## src/rtl/wb_port_arbiter.sv

```systemverilog
// wb_port_arbiter
// Shares the single register-file write port between the ALU and LSU writeback
// sources. Round-robin on conflicts, one registered write per cycle, writes to
// x0 are accepted but never reach the port.
//
// Ports:
//   clk, reset                      rising-edge clock, synchronous active-high reset
//   alu_wb_valid/rd/data, *_ready   ALU writeback handshake (ready is combinational)
//   lsu_wb_valid/rd/data, *_ready   LSU writeback handshake (ready is combinational)
//   reg_write_en, rd, write_data    registered register-file write port
//   conflict_cnt                    saturating count of cycles with two real requests
module wb_port_arbiter #(
    parameter int unsigned DATA_W = 32,
    parameter int unsigned ADDR_W = 5,
    parameter int unsigned CNT_W  = 16
) (
    input  logic              clk,
    input  logic              reset,
    input  logic              alu_wb_valid,
    input  logic [ADDR_W-1:0] alu_wb_rd,
    input  logic [DATA_W-1:0] alu_wb_data,
    output logic              alu_wb_ready,
    input  logic              lsu_wb_valid,
    input  logic [ADDR_W-1:0] lsu_wb_rd,
    input  logic [DATA_W-1:0] lsu_wb_data,
    output logic              lsu_wb_ready,
    output logic              reg_write_en,
    output logic [ADDR_W-1:0] rd,
    output logic [DATA_W-1:0] write_data,
    output logic [CNT_W-1:0]  conflict_cnt
);

    logic              r_last_grant;  // 0 = ALU, 1 = LSU
    logic              r_write_en;
    logic [ADDR_W-1:0] r_rd;
    logic [DATA_W-1:0] r_data;
    logic [CNT_W-1:0]  r_cnt;

    logic w_alu_real, w_alu_null;
    logic w_lsu_real, w_lsu_null;
    logic w_both;
    logic w_grant_alu, w_grant_lsu;

    always_comb begin
        w_alu_real  = alu_wb_valid && (alu_wb_rd != '0);
        w_alu_null  = alu_wb_valid && (alu_wb_rd == '0);
        w_lsu_real  = lsu_wb_valid && (lsu_wb_rd != '0);
        w_lsu_null  = lsu_wb_valid && (lsu_wb_rd == '0);
        w_both      = w_alu_real && w_lsu_real;
        // On a tie the source that did not win last time gets the port.
        w_grant_alu = w_both ? r_last_grant  : w_alu_real;
        w_grant_lsu = w_both ? !r_last_grant : w_lsu_real;
    end

    // Null requests are absorbed immediately; nothing is accepted during reset.
    assign alu_wb_ready = !reset && (w_alu_null || w_grant_alu);
    assign lsu_wb_ready = !reset && (w_lsu_null || w_grant_lsu);

    always_ff @(posedge clk) begin
        if (reset) begin
            r_last_grant <= 1'b1;
            r_write_en   <= 1'b0;
            r_rd         <= '0;
            r_data       <= '0;
            r_cnt        <= '0;
        end else begin
            r_write_en <= w_grant_alu || w_grant_lsu;
            if (w_grant_alu) begin
                r_rd         <= alu_wb_rd;
                r_data       <= alu_wb_data;
                r_last_grant <= 1'b0;
            end else if (w_grant_lsu) begin
                r_rd         <= lsu_wb_rd;
                r_data       <= lsu_wb_data;
                r_last_grant <= 1'b1;
            end
            if (w_both && (r_cnt != {CNT_W{1'b1}})) begin
                r_cnt <= r_cnt + CNT_W'(1);
            end
        end
    end

    assign reg_write_en = r_write_en;
    assign rd           = r_rd;
    assign write_data   = r_data;
    assign conflict_cnt = r_cnt;

endmodule

```

## config.mk

```make
export PLATFORM = sky130hd
export DESIGN_NAME = wb_port_arbiter
export DESIGN_NICKNAME = d
export VERILOG_FILES = /design/src/rtl/wb_port_arbiter.sv
export SDC_FILE = /design/constraint.sdc
export NUM_CORES = 1
export LEC_CHECK = 0
export CORE_MARGIN = 1.5
export CORE_UTILIZATION = 46
export DETAILED_ROUTE_END_ITERATION = 10
export HOLD_SLACK_MARGIN = 0.15
export PLACE_DENSITY = 0.84
export SYNTH_ARGS = -nofsm -noshare
export SYNTH_HDL_FRONTEND = slang
export SYNTH_SLANG_ARGS = --single-unit
```

## constraint.sdc

```tcl
create_clock -name clk -period 3.05 [get_ports clk]
set_input_delay 0.305 -clock clk [delete_from_list [all_inputs] [get_ports clk]]
set_output_delay 0.305 -clock clk [all_outputs]
set_load 0.005 [all_outputs]
```

# == After elaboration in Yosys (flattened, before gate mapping) ==
# Index checks and enable logic that the tools add are counted.
# classes
n_addsub,1
mul,0
div_mod_pow,0
order_cmp,0
n_eq_ne,1
n_shift,0
mux,8
bitwise_logic,0
n_reduce_logical,18
# op_table
op,n
32-bit 2-to-1 mux,2
"16-bit by 1-bit adder with 16-bit output, second input constant",1
"16-bit inequality test, second input constant",1
5-bit logical NOT,2
5-bit 2-to-1 mux,2
5-bit nonzero test,2
1-bit logical AND,8
1-bit 2-to-1 mux,4
1-bit logical OR,3
1-bit logical NOT,2
2-bit nonzero test,1
# totals
ff_bits,55
latchBits,0
ram_bits,0
romBits,0
in_bits,78
output_inout_bits,56
n_memories,0

# == Logic depth before layout (Yosys ltp) ==
# logic_depth
word_depth,6
mapped_depth,6
mapped_depth_nobuf,5

# == Worst setup path before layout ==
# No wires, ideal clock.
# synth_timing
path_type,reg-to-reg
from,"register r_cnt[0], in the netlist conflict_cnt[0]"
to,"register r_cnt[0], in the netlist conflict_cnt[0]"
setup_time_ns,0.121
arrival_ns,1.941
t_required_ns,2.929
slack_ns,0.989
stages_incl_launch_ff,7
n_path_buf,1
synth_period_minus_slack_ns,2.061
path_cell_list,dfxtp_1 > ha_1 > clkbuf_1 > nand3_1 > nor4_1 > nor3_1 > mux2_2
# synth_between
elab_chain_len,2
word_cells_on_any_way,3
classes_between,1 x add/sub; 1 x eq/ne; 1 x reduce/logical
# synth_lines
element,line_no,rtl
from (decl),37,logic [CNT_W-1:0] r_cnt;
from (signal assigned),78,r_cnt <= r_cnt + CNT_W'(1);
branches (longest 2 deep; another with 16-bit by 1-bit adder with 16-bit output),-,
# Several ways; the timed one is not identified.
# A chain may end at the register's enable or synchronous reset.

# == Final worst setup path ==
# layout_timing
from,input lsu_wb_rd[1]
to,output alu_wb_ready
# layout_between
elab_chain_len,6
# layout_lines
element,line_no,rtl
from (decl),24,"input logic [ADDR_W-1:0] lsu_wb_rd,"
5-bit nonzero test,47,w_lsu_real = lsu_wb_valid && (lsu_wb_rd != '0);
1-bit logical AND,47,
1-bit logical AND,49,w_both = w_alu_real && w_lsu_real;
1-bit 2-to-1 mux,51,w_grant_alu = w_both ? r_last_grant : w_alu_real;
1-bit logical OR,56,assign alu_wb_ready = !reset && (w_alu_null || w_grant_alu);
1-bit logical AND,56,
to (decl),22,"output logic alu_wb_ready,"
# No other way between the ends.

==> impl_metrics.ini <==
[timing]
timing_worst_slew_pin_value_ps = 1170
hold_viol_final = 0
finalSetupViolations = 0
timing.setup.tns_ps = 0
fin_worst_skew_ps = 5.26
final_period_minus_worst_setup_slack_ps = 2740
timing.final.ws_setup_ps = 310
max-slew-margin-rel = 0.222
min_period_over_period = 0.898
achievable-frequency_ghz = 0.365
grt_setup_unrepaired = no
slew_violations = 0

[logic_synthesis]
synth_edf_count = 0
synth_area_leaders = sky130_fd_sc_hd__dfxtp_1 (35%), sky130_fd_sc_hd__o32a_1 (10%), sky130_fd_sc_hd__a211oi_1 (7.6%), sky130_fd_sc_hd__nor3_1 (5.7%), sky130_fd_sc_hd__o21ai_0 (5.2%)
yosys_warnings = 0
synth_largest_area_cell = sky130_fd_sc_hd__dfxtp_1
synth_fp_nets = 475
synth.avg_cell_area_sq_um = 8.02
synth_seq_area_share = 0.347
postSynthRegisterBits = 55
library_cells_used_by_synthesis = 36
netlist_area_before_placement_sq_um = 3180
synthFlopType = sky130_fd_sc_hd__dfxtp_1
postSynth.asyncResetShare = 0
synthesis.instances = 396
synth_top_cells_by_count = sky130_fd_sc_hd__dfxtp_1 (55), sky130_fd_sc_hd__nand2_1 (41), sky130_fd_sc_hd__clkbuf_1 (38)
synth.most_common_cell = sky130_fd_sc_hd__dfxtp_1
synth.top_cell.area_share = 0.347

[clock_network]
clock_path_buffers = 2
root_buffer = sky130_fd_sc_hd__clkbuf_8
clock_insertion_delay_worst_skew_ps = 300
cts_hold_repair.buffers = 0
numClockSinks = 55
tritoncts = yes
h-tree-depth = 2
post-cts-setup-buffer-count = 0
cts.repair.resized = 0
cts_inserted_buffers = 5
clk_pin_slew_ps = 90

[floorplanning]
core-area_sq_um = 6720
fp.dieH_microns = 86.1
floorplan.die_area_sq_um = 7410
placementRows = 30
pin_count = 134
start_util = 0.473
die_w_microns = 86.1

[flow_run]
maxCapViolCount = 0

[setup_path]
worstSetupStartpointType = primary input
reg2reg_depth = 6
path_buf_inv = 2
end_kind = primary output
worst-endpoint-required_ps = 2740
crit_path_max_incr_delay_ps = 590
critPathKind = primary input to primary output
worst_ep_arrival_time_ps = 2430
path_common_cell = sky130_fd_sc_hd__clkdlybuf4s50_1
cp_top_family = buffers and inverters
worstPathMaxFanout = 4
timing.reg2reg.setup_slack_ps = 910
slowest_stage = sky130_fd_sc_hd__clkdlybuf4s50_1
rr_endpoint = conflict_cnt[0]
path_cells = clkdlybuf4s50_1, or4_4, o21a_2, a311oi_1, clkdlybuf4s50_1
timing.rr.start = conflict_cnt[1]

[placed_design]
total_half_perimeter_wirelength_after_legalization_and_detailed_placement_mm = 6.62
place.detailed.instances = 574
place_ws_ps = 298
routability_driven_placement_congestion_ratio = 0.832
io_buffer_count = 133

[routing]
number_of_design_rule_violations_left_by_the_first_detailed_router_iteration = 234
detail_route.wirelength_mm = 9.98
avgRoutedWirePerCell_microns = 17.2
remaining_drc_errors = 0
detail_route.vias_per_cell = 6.17
ant_nets = 0
dr.pass1.iters = 6
vias = 3592

[power]
ir_worst_vdd_uv = 270
report.power.total_mw = 1.67
power.static_leakage_nw = 1.59
power-per-cell-area_nw_per_um2 = 364

[global_route]
antenna_found_initial = 0
vias_in_the_first_global_route = 3377
grt_first_pass_wirelength_mm = 15.8
grt-ovfl-total = 0
grt.total_usage = 0.262
pin_count_of_the_biggest_net_entering_global_routing = 72

[layout]
final_cell_count_no_fill = 582
n_antenna_cell = 0
finish.net_count = 580
areaGrowthSynthToFinish_pct = 44.6
post-route-util = 0.683
drive_above_1_share = 0.0817

[hold_path]
worst_hold_startpoint = conflict_cnt[1]
worst_hold_path_type = flop to flop
hold_depth = 2
hold_path_end = conflict_cnt[1]

[run_status]
outcome = finished clean
## power breakdown
| group | leakage (nW) | switching, mW | internal [mW] |
|---|---|---|---|
| clock network | 0.0515 | 0.234 | 0.208 |
| registers | 0.454 | 0.0258 | 0.765 |
| logic | 1.08 | 0.187 | 0.253 |
| total | 1.59 | 0.446 | 1.23 |
## kinds of logic after synthesis
logic type	synth area share
flip-flops	0.347
AO/OA/AOI/OAI	0.298
AND/OR/NAND/NOR	0.232
adder cells (fa/ha/maj)	0.00394
buffers and inverters	0.0733
multiplexers	0.0457
## sequential cells by signal, indices dropped and copies added (netlist names)
name	cells
r_last_grant	1
rd	5
reg_write_en	1
write_data	32
conflict_cnt	16
## through the flow
stage	area, sq um	hold WS (ps)
after floorplan	3180	468
after global placement	4490	481
after detailed placement	4490	503
after CTS	4590	518
after global routing	4590	528
final	4590	519
## per-layer routing
| layer | routed length, microns | track usage | up-vias |
|---|---|---|---|
| met4 | 169 | 0.0938 | 0 |
| met2 | 4740 | 0.436 | 146 |
| met5 | 0 | 0 | - |
| li1 | - | - | 1721 |
| met3 | 750 | 0.0597 | 13 |
| met1 | 4330 | 0.332 | 1712 |
## cells in the final DEF, fill, tap and decap left out, types with 2 or more instances in the layout
cell type / n
sky130_fd_sc_hd__inv_1: 7
sky130_fd_sc_hd__nand3_1: 8
sky130_fd_sc_hd__clkbuf_8: 7
sky130_fd_sc_hd__a211oi_1: 32
sky130_fd_sc_hd__o221a_2: 5
sky130_fd_sc_hd__a21oi_1: 13
sky130_fd_sc_hd__nor2_1: 14
sky130_fd_sc_hd__nand2_1: 41
sky130_fd_sc_hd__o21ai_0: 33
sky130_fd_sc_hd__o311a_1: 2
sky130_fd_sc_hd__nor3_1: 36
sky130_fd_sc_hd__buf_4: 11
sky130_fd_sc_hd__nor4_1: 15
sky130_fd_sc_hd__nor2b_1: 12
sky130_fd_sc_hd__nand4_1: 8
sky130_fd_sc_hd__mux2_2: 12
sky130_fd_sc_hd__clkdlybuf4s50_1: 132
sky130_fd_sc_hd__and2_1: 8
sky130_fd_sc_hd__dfxtp_1: 55
sky130_fd_sc_hd__and4_1: 2
sky130_fd_sc_hd__o32a_1: 32
## final cells by class
| type | count | area, sq um |
|---|---|---|
| Inverter | 7 | 26.3 |
| Sequential cell | 55 | 1100 |
| Fill cell | 566 | 2130 |
| Clock buffer | 8 | 100 |
| Tap cell | 80 | 100 |
| Timing Repair Buffer | 144 | 1410 |
| Multi-Input combinational cell | 288 | 1850 |
## worst min-delay path: cells and delay by family, from the launching register on
family	cells	cell delay [ps]
flops	1	350
simple gates	1	70
mux	1	60
## worst max-delay path by stage
stage / slack [ps] / to / cells after the start / start
floorplan: 990 / conflict_cnt[0] / 6 / conflict_cnt[0]
global placement: 380 / alu_wb_ready / 5 / lsu_wb_rd[1]
detailed placement: 300 / write_data[17] / 5 / lsu_wb_rd[1]
CTS: 340 / alu_wb_ready / 5 / lsu_wb_rd[1]
global route: 220 / alu_wb_ready / 5 / lsu_wb_rd[2]
finish: 310 / alu_wb_ready / 5 / lsu_wb_rd[1]
No activity file was read; power rests on OpenSTA's default activity.
